### config.mk
export PLATFORM = sky130hd
export DESIGN_NAME = round_share_arb
export DESIGN_NICKNAME = d
export VERILOG_FILES = /design/src/rtl/round_share_arb.sv
export SDC_FILE = /design/constraint.sdc
export NUM_CORES = 1
export LEC_CHECK = 0
export CORE_AREA = 2 2 118 120
export DETAILED_ROUTE_END_ITERATION = 7
export DIE_AREA = 0 0 120 122
export PLACE_DENSITY_LB_ADDON = 0.25
export SLEW_MARGIN = 20
export SYNTH_ARGS = -nofsm -noshare
export SYNTH_HDL_FRONTEND = slang
export SYNTH_SLANG_ARGS = --single-unit
### constraint.sdc
create_clock -name clk -period 4.6 [get_ports clk]
set_input_delay 0.92 -clock clk [delete_from_list [all_inputs] [get_ports clk]]
set_output_delay 0.92 -clock clk [all_outputs]
set_load 0.02 [all_outputs]
### src/rtl/round_share_arb.sv
// Round-robin front end for a shared normalize/round datapath: arbitration, in-flight ID tags,
// and drained OVFen/UNFen updates. Define RND_ARB_PERF_CNT_EN to add grant/stall counters (perf_cnt).
module round_share_arb #(
  parameter int NREQ = 3,
  parameter int ID_W = 2,
  parameter int LAT  = 3
) (
  input  logic                 clk,
  input  logic                 rst,
  input  logic [NREQ-1:0]      req,
  input  logic [NREQ*57-1:0]   fr_in,
  input  logic [NREQ*13-1:0]   er_in,
  input  logic [NREQ-1:0]      db_in,
  output logic [NREQ-1:0]      gnt,
  output logic                 iss_valid,
  output logic [56:0]          iss_fr,
  output logic [12:0]          iss_er,
  output logic                 iss_db,
  output logic [ID_W-1:0]      iss_id,
  output logic                 res_valid,
  output logic [ID_W-1:0]      res_id,
  input  logic                 flush,
  input  logic                 cfg_we,
  input  logic                 cfg_ovfen,
  input  logic                 cfg_unfen,
  output logic                 OVFen,
  output logic                 UNFen,
  output logic                 busy
`ifdef RND_ARB_PERF_CNT_EN
  ,
  output logic [(NREQ+1)*32-1:0] perf_cnt
`endif
);

  typedef enum logic [1:0] {
    RUN   = 2'd0,
    DRAIN = 2'd1,
    APPLY = 2'd2
  } state_t;

  state_t          state;
  logic [ID_W-1:0] ptr;
  logic [ID_W-1:0] win;
  logic            found;
  logic            grant_now;
  logic [NREQ-1:0] eligible;
  logic [LAT-1:0]  tag_v;
  logic [ID_W-1:0] tag_id [LAT];
  logic            pend_ovf;
  logic            pend_unf;
  int              idx;

  // A requester whose grant is pulsing this cycle still shows req high; masking it avoids a double grant.
  always_comb begin
    eligible = req & ~gnt;
  end

  always_comb begin
    found = 1'b0;
    win   = '0;
    idx   = 0;
    for (int k = 0; k < NREQ; k++) begin
      idx = int'(ptr) + k;
      if (idx >= NREQ) begin
        idx = idx - NREQ;
      end
      if (!found && eligible[idx]) begin
        found = 1'b1;
        win   = ID_W'(idx);
      end
    end
  end

  always_comb begin
    grant_now = found && (state == RUN) && !cfg_we && !flush;
  end

  always_ff @(posedge clk or posedge rst) begin
    if (rst) begin
      gnt       <= '0;
      iss_valid <= 1'b0;
      iss_fr    <= '0;
      iss_er    <= '0;
      iss_db    <= 1'b0;
      iss_id    <= '0;
      ptr       <= '0;
    end else begin
      gnt       <= '0;
      iss_valid <= grant_now;
      if (grant_now) begin
        gnt    <= NREQ'(1) << win;
        iss_fr <= fr_in[57*win +: 57];
        iss_er <= er_in[13*win +: 13];
        iss_db <= db_in[win];
        iss_id <= win;
        if (win == ID_W'(NREQ-1)) begin
          ptr <= '0;
        end else begin
          ptr <= win + ID_W'(1);
        end
      end
    end
  end

  // Tags mirror the datapath latency; flush also kills the issue currently presented to the datapath.
  always_ff @(posedge clk or posedge rst) begin
    if (rst) begin
      tag_v <= '0;
      for (int k = 0; k < LAT; k++) begin
        tag_id[k] <= '0;
      end
    end else begin
      tag_v[0]  <= iss_valid & ~flush;
      tag_id[0] <= iss_id;
      for (int k = 1; k < LAT; k++) begin
        tag_v[k]  <= tag_v[k-1] & ~flush;
        tag_id[k] <= tag_id[k-1];
      end
    end
  end

  assign res_valid = tag_v[LAT-1];
  assign res_id    = tag_id[LAT-1];

  always_ff @(posedge clk or posedge rst) begin
    if (rst) begin
      state    <= RUN;
      pend_ovf <= 1'b0;
      pend_unf <= 1'b0;
      OVFen    <= 1'b0;
      UNFen    <= 1'b0;
    end else begin
      case (state)
        RUN: begin
          if (cfg_we) begin
            pend_ovf <= cfg_ovfen;
            pend_unf <= cfg_unfen;
            state    <= DRAIN;
          end
        end
        DRAIN: begin
          if (cfg_we) begin
            pend_ovf <= cfg_ovfen;
            pend_unf <= cfg_unfen;
          end
          if (flush || !(|tag_v)) begin
            state <= APPLY;
          end
        end
        APPLY: begin
          OVFen <= pend_ovf;
          UNFen <= pend_unf;
          // A write landing in APPLY starts a fresh drain rather than being dropped.
          if (cfg_we) begin
            pend_ovf <= cfg_ovfen;
            pend_unf <= cfg_unfen;
            state    <= DRAIN;
          end else begin
            state <= RUN;
          end
        end
        default: begin
          state <= RUN;
        end
      endcase
    end
  end

  assign busy = (|tag_v) || (state != RUN);

`ifdef RND_ARB_PERF_CNT_EN
  logic [31:0] gcnt [NREQ];
  logic [31:0] stall_cnt;

  always_ff @(posedge clk or posedge rst) begin
    if (rst) begin
      for (int i = 0; i < NREQ; i++) begin
        gcnt[i] <= '0;
      end
      stall_cnt <= '0;
    end else begin
      for (int i = 0; i < NREQ; i++) begin
        if (grant_now && (win == ID_W'(i)) && (gcnt[i] != 32'hFFFF_FFFF)) begin
          gcnt[i] <= gcnt[i] + 32'd1;
        end
      end
      if ((|req) && !grant_now && (stall_cnt != 32'hFFFF_FFFF)) begin
        stall_cnt <= stall_cnt + 32'd1;
      end
    end
  end

  always_comb begin
    perf_cnt = '0;
    for (int i = 0; i < NREQ; i++) begin
      perf_cnt[32*i +: 32] = gcnt[i];
    end
    perf_cnt[32*NREQ +: 32] = stall_cnt;
  end
`endif

endmodule

Word level (Yosys, flattened, before mapping):

Index checks and enable logic that the tools add are counted.

* output and inout bits: 83
* input port bits: 222
* logic and storage cells: 89
* flip-flop bits (word level): 94

* $add $sub $neg: 6
* shift-type cells: 3
* reductions and logical operators: 18
* eq/ne operators: 5
* multipliers: 2
* bitwise gates (word level): 6
* muxes and demuxes: 26
* magnitude comparators: 7

Operators with widths (count)
* 171-bit by 9-bit variable part select with 57-bit output: 1
* 32-bit by 4-bit less-than comparator with 1-bit output, second input constant: 3
* 32-bit two-way mux: 3
* 39-bit by 7-bit variable part select with 13-bit output: 1
* 2-bit two-way mux: 6
* 1-bit two-way mux: 11
* 1-bit binary-select mux with 2-bit select: 4
* 6-bit by 2-bit multiplier with 8-bit output, first input constant: 1
* 3-bit by 2-bit subtractor with 4-bit output, second input constant: 2
* 3-bit by 2-bit >= comparator with 1-bit output, second input constant: 2
* 4-bit by 2-bit multiplier with 6-bit output, first input constant: 1
* 2-bit case mux with 3 select lines: 1
* 3-bit OR reduction: 2
* 1-bit logical AND: 5
* 1-bit logical NOT: 5
* 2-bit == test, second input constant: 2
* 2-bit != test, second input constant: 2
* 2-bit AND reduction: 2
* 2-bit by 1-bit adder with 3-bit output, second input constant: 1
* 2-bit by 2-bit adder with 3-bit output, second input constant: 1
* 1-bit bitwise AND: 3
* 3-bit bitwise AND: 1
* 2-bit by 3-bit less-than comparator with 1-bit output, second input constant: 1
* 3-bit two-way mux: 1
* other kinds (10): 11

Logic depth before layout (Yosys ltp):

* word-level depth: 16
* gate-level depth with buffers: 11
* depth with buffers taken out: 8

Worst setup path after synthesis:

Ideal clock, no wire load.

* path kind: input-to-reg
* start point: input req[1]
* end point: register iss_db
* data arrival time: 2461 ps
* stages: 8
* data required time: 4472 ps
* path slack: 2012 ps
* buffers on the path: 2
* setup time: 128 ps
* cells stage by stage: or4bb_1 -> o221ai_4 -> o32ai_1 -> and2_1 -> clkbuf_1 -> buf_2 -> a222oi_1 -> nand2_1

* longest elaborated chain between the ends: 14
* elaborated cells between the ends (all ways): 25
* those cells by class: mux (17); bitwise (1); reduce/logical (7)

Ends and longest elaborated chain
* from (decl): line 10 `input logic [NREQ-1:0] req,`
* 3-bit bitwise AND *: line 55 `eligible = req & ~gnt;`
* parallel branches: the longest is 13 deep, another holds 1-bit binary-select mux with 2-bit select
* to (signal assigned): line 94 `iss_db <= db_in[win];`
* to (decl): line 18 `output logic iss_db,`

Mark *: on every way between the ends. The select of a mux whose other input is x is not followed.
A chain may end at the register's enable or synchronous reset.

Worst setup path in the final report:

* start point: input req[0]
* end point: register iss_fr[46]

* longest elaborated chain between the ends: 14
* elaborated cells between the ends (all ways): 25
* those cells by class: mul (1); shift (1); mux (15); bitwise (1); reduce/logical (7)

Ends and longest elaborated chain
* 3-bit bitwise AND *: line 55
* parallel branches: the longest is 13 deep, another holds 6-bit by 2-bit multiplier with 8-bit output
* to (signal assigned): line 92 `iss_fr <= fr_in[57*win +: 57];`
* to (decl): line 16 `output logic [56:0] iss_fr,`

Marked as above.

==> results.yml <==
floorplan:
  io-pin-count: 305
  fp-row-count: 43
  overall_die_width_um: 120
  core_area_um2: 13500
  start_util_pct: 32.8
  full_die_area_um2: 14600
  floorplan.die.height_um: 122
sta:
  timing.max_slew.rel_slack_pct: 28.1
  fin_crit_sh_pct: 73.7
  rsz_0062_raised_after_global_routing: "false"
  setup_tns_ps: 0
  maxSlewViolCount: 0
  final-setup-viol-count: 0
  final_hold_viol_count: 0
  worst_slew_pin_slew_ps: 1080
  final.min_clock_period_ps: 3390
  clock-skew-final_ps: 6.83
  timing.fmax_mhz: 295
place:
  dp_hpwl_um: 11700
  weighted_congestion_at_the_end_of_routability_driven_global_placement: 0.797
  placement.io_buffers: 304
cells_and_area:
  antennaDiodeCount: 0
  finalNetCount: 918
  drive_gt1_share_pct: 6.02
  area.growth.synth_to_final_pct: 78.9
  postLayoutCoreUtil_pct: 58.7
power:
  pwr-share-clk_pct: 17.3
  powerDensity_nw_per_um2: 561
  comb_power_share_pct: 51.9
  switching_component_of_the_power_w: 0.00167
  p_seq_share_pct: 30.8
  power_report.internal_total_w: 0.00277
  power_leakage_nw: 3.30
  swShare_pct: 37.6
  ir_worst_vdd_v: 0.000223
worst_setup_path:
  critPathLaunchType: "input pin"
  critPathSlowestCell: "sky130_fd_sc_hd__buf_4"
  timing.critical_path.arrival_ps: 3670
  worst-setup-path-type: "input pin to flip-flop"
  max_stage_delay_ps: 550
  timing.rr.start: "ptr[0]$_DFFE_PP0P_"
  setup.worst_path.end_class: "flip-flop"
  worst_r2r_path_depth: 9
  cp_cell_sequence: "clkdlybuf4s50_1 > or3b_1 > o221ai_4 > o22ai_4 > nor4bb_4 > buf_4 > a22oi_1 > nand2_1"
  timing.reg2reg.setup_slack_ps: 1480
  regToRegEndpoint: "iss_fr[40]$_DFFE_PP0P_"
  path_max_fanout: 54
  cp_data_required_time_ps: 4880
routing:
  totalWireLength_um: 15900
  detailedRoute.firstIterationViolations: 364
  drtAntennaViolNets: 0
  detailedRoute.firstPassIterationCount: 5
  routed_via_count: 4543
  remaining_drc_errors: 0
  wl_per_cell_um: 18.1
  routed_via_density: 5.17
synth:
  synth_area_leader_cell: "sky130_fd_sc_hd__dfrtp_1"
  synth.cell_area_um2: 4430
  synth_compound_gate_area_share_pct: 24.5
  yosys.area_share.simple_pct: 11.0
  post_synth_mux_area_share_pct: 5.56
  per_instance_average_area_after_synthesis_um2: 11.0
  synth_ff_type: "sky130_fd_sc_hd__dfrtp_1"
  synth_fp_nets: 628
  most_repeated_cell_in_the_gate_level_netlist_after_synthesis: "sky130_fd_sc_hd__dfrtp_1"
  synth_xor_xnor_area_share_pct: 0
  seq_cells_post_synth: 94
  synth.area.top_cells: "sky130_fd_sc_hd__dfrtp_1 (53%), sky130_fd_sc_hd__a22oi_1 (14%), sky130_fd_sc_hd__nand2_1 (6.2%), sky130_fd_sc_hd__a222oi_1 (4.5%), sky130_fd_sc_hd__mux2i_1 (4.3%)"
  yosysSeqAreaShare_pct: 53.1
  synth-async-reset-ratio_pct: 100
  number_of_warnings_issued_by_yosys: 0
  ys_types: 46
  synth_cells: 403
  synth_top_cells_by_count: "sky130_fd_sc_hd__dfrtp_1 (94), sky130_fd_sc_hd__a22oi_1 (83), sky130_fd_sc_hd__nand2_1 (73), sky130_fd_sc_hd__a222oi_1 (20)"
  synth_top_area_share_pct: 53.1
  synth_enable_flop_cells: 0
  synth_top_family_by_area: "compound AO/OA/AOI/OAI gates"
  adder_cell_area_share_of_the_yosys_netlist_pct: 0.847
clocking:
  cts.sink_count: 94
  holdBufCountCts: 0
  cts_made_buffers: 9
  cts_buffer_depth: 2
  clock_tree_from_tritoncts: "yes"
  worstSkewPairLatency_ps: 340
  postCtsSetupBuffers: 0
  post_cts.resized_instances: 0
  clock_input_transition_at_the_sequential_cells_of_the_worst_setup_and_hold_paths_ps: 70
  cts_max_level: 3
  cts_root_buffer: "sky130_fd_sc_hd__clkbuf_16"
outcome:
  outcome: "finished clean"
global_route:
  grt_first_pass_wirelength_um: 23400
  global_route.overflow_total: 0
  grt_start_max_net_pins: 63
  grt.total_usage_pct: 20.6
  first_global_vias: 4575
  grt_antenna_before_repair: 0
min_path:
  whs_endpoint: "res_id[0]$_DFF_PP0_"
  timing.hold.worst.class: "flip-flop to flip-flop"
  worst_hold_path.num_cells: 0
  timing.hold.worst.start: "tag_id[2]$_DFF_PP0_"
run:
  maxCapViolCount: 0
-- worst max path at each step --
stage | start | to | slack, ps | cells after the start
after floorplan | rst | OVFen$_DFFE_PP0N_ | 1230 | 1
after global placement | req[0] | iss_fr[20]$_DFFE_PP0P_ | 940 | 8
after detailed placement | req[0] | iss_fr[46]$_DFFE_PP0P_ | 830 | 8
after CTS | req[0] | iss_fr[46]$_DFFE_PP0P_ | 1200 | 8
after global routing | req[0] | iss_fr[50]$_DFFE_PP0P_ | 1030 | 8
final | req[0] | iss_fr[46]$_DFFE_PP0P_ | 1210 | 8
-- sequential cells by signal (all words and copies together), names as in the netlist, 3 cells and up --
| name | count |
|---|---|
| tag_id | 4 |
| gnt | 3 |
| tag_v | 3 |
| iss_er | 13 |
| iss_fr | 57 |
-- per-layer routing --
layer / up-vias / GRT usage, % / wire length, µm
li1: 2108 / - / -
met1: 2167 / 22.9 / 5770
met2: 251 / 37.5 / 8250
met3: 17 / 6.13 / 1630
met4: 0 / 7.06 / 240
met5: - / 0 / 0
-- worst max-delay path, delay by kind of cell --
kind	cells	cell delay, ps
AND/OR/NAND/NOR	3	860
AO/OA/AOI/OAI	3	830
buffers and inverters	2	1040
-- metrics by stage --
step	cells	power, W	instance area [µm²]	setup slack (ps)	hold WS [ps]
floorplan	403	0.00262	4430	1230	331
global placement	862	0.00365	7620	936	333
finish	878	0.00444	7930	1210	352
global route	878	0.00470	7930	1030	361
detailed placement	862	0.00371	7620	829	339
CTS	878	0.00449	7930	1200	354
-- power groups by stage --
stage | combinational, W | clock [W] | sequential (W)
finish | 0.00231 | 0.000767 | 0.00137
CTS | 0.00233 | 0.000786 | 0.00137
floorplan | 0.000879 | 0 | 0.00174
global route | 0.00248 | 0.000817 | 0.00141
global placement | 0.00228 | 0 | 0.00136
detailed placement | 0.00232 | 0 | 0.00138
-- kinds of logic (layout without fill, tap and decap cells) --
kind of cell | after synthesis | in the layout
DFF | 94 | 94
muxes | 24 | 24
buffers and inverters | 39 | 334
adders and majority gates | 3 | 3
AOI/OAI and AO/OA | 139 | 139
and+or+nand+nor | 104 | 104
-- cells in the final DEF (no fill, tap or decap), drive strengths merged, types with 6 or more instances in the layout --
master / count
a22oi: 83
dfrtp: 94
nand2: 73
buf: 9
mux2i: 19
o21ai: 20
inv: 7
a222oi: 20
clkbuf: 10
clkdlybuf4s50: 304
nand2b: 6
-- area by class of cell --
cell class / count / area [µm²]
repair buffers: 313 / 3120
inverters: 5 / 21.3
fillers: 1155 / 5580
clock inverters: 6 / 68.8
flip-flops and latches: 94 / 2350
well taps: 180 / 225
multi-input cells: 270 / 1900
clock buffers: 10 / 239
Note: power is estimated with default switching activity, not from simulation.
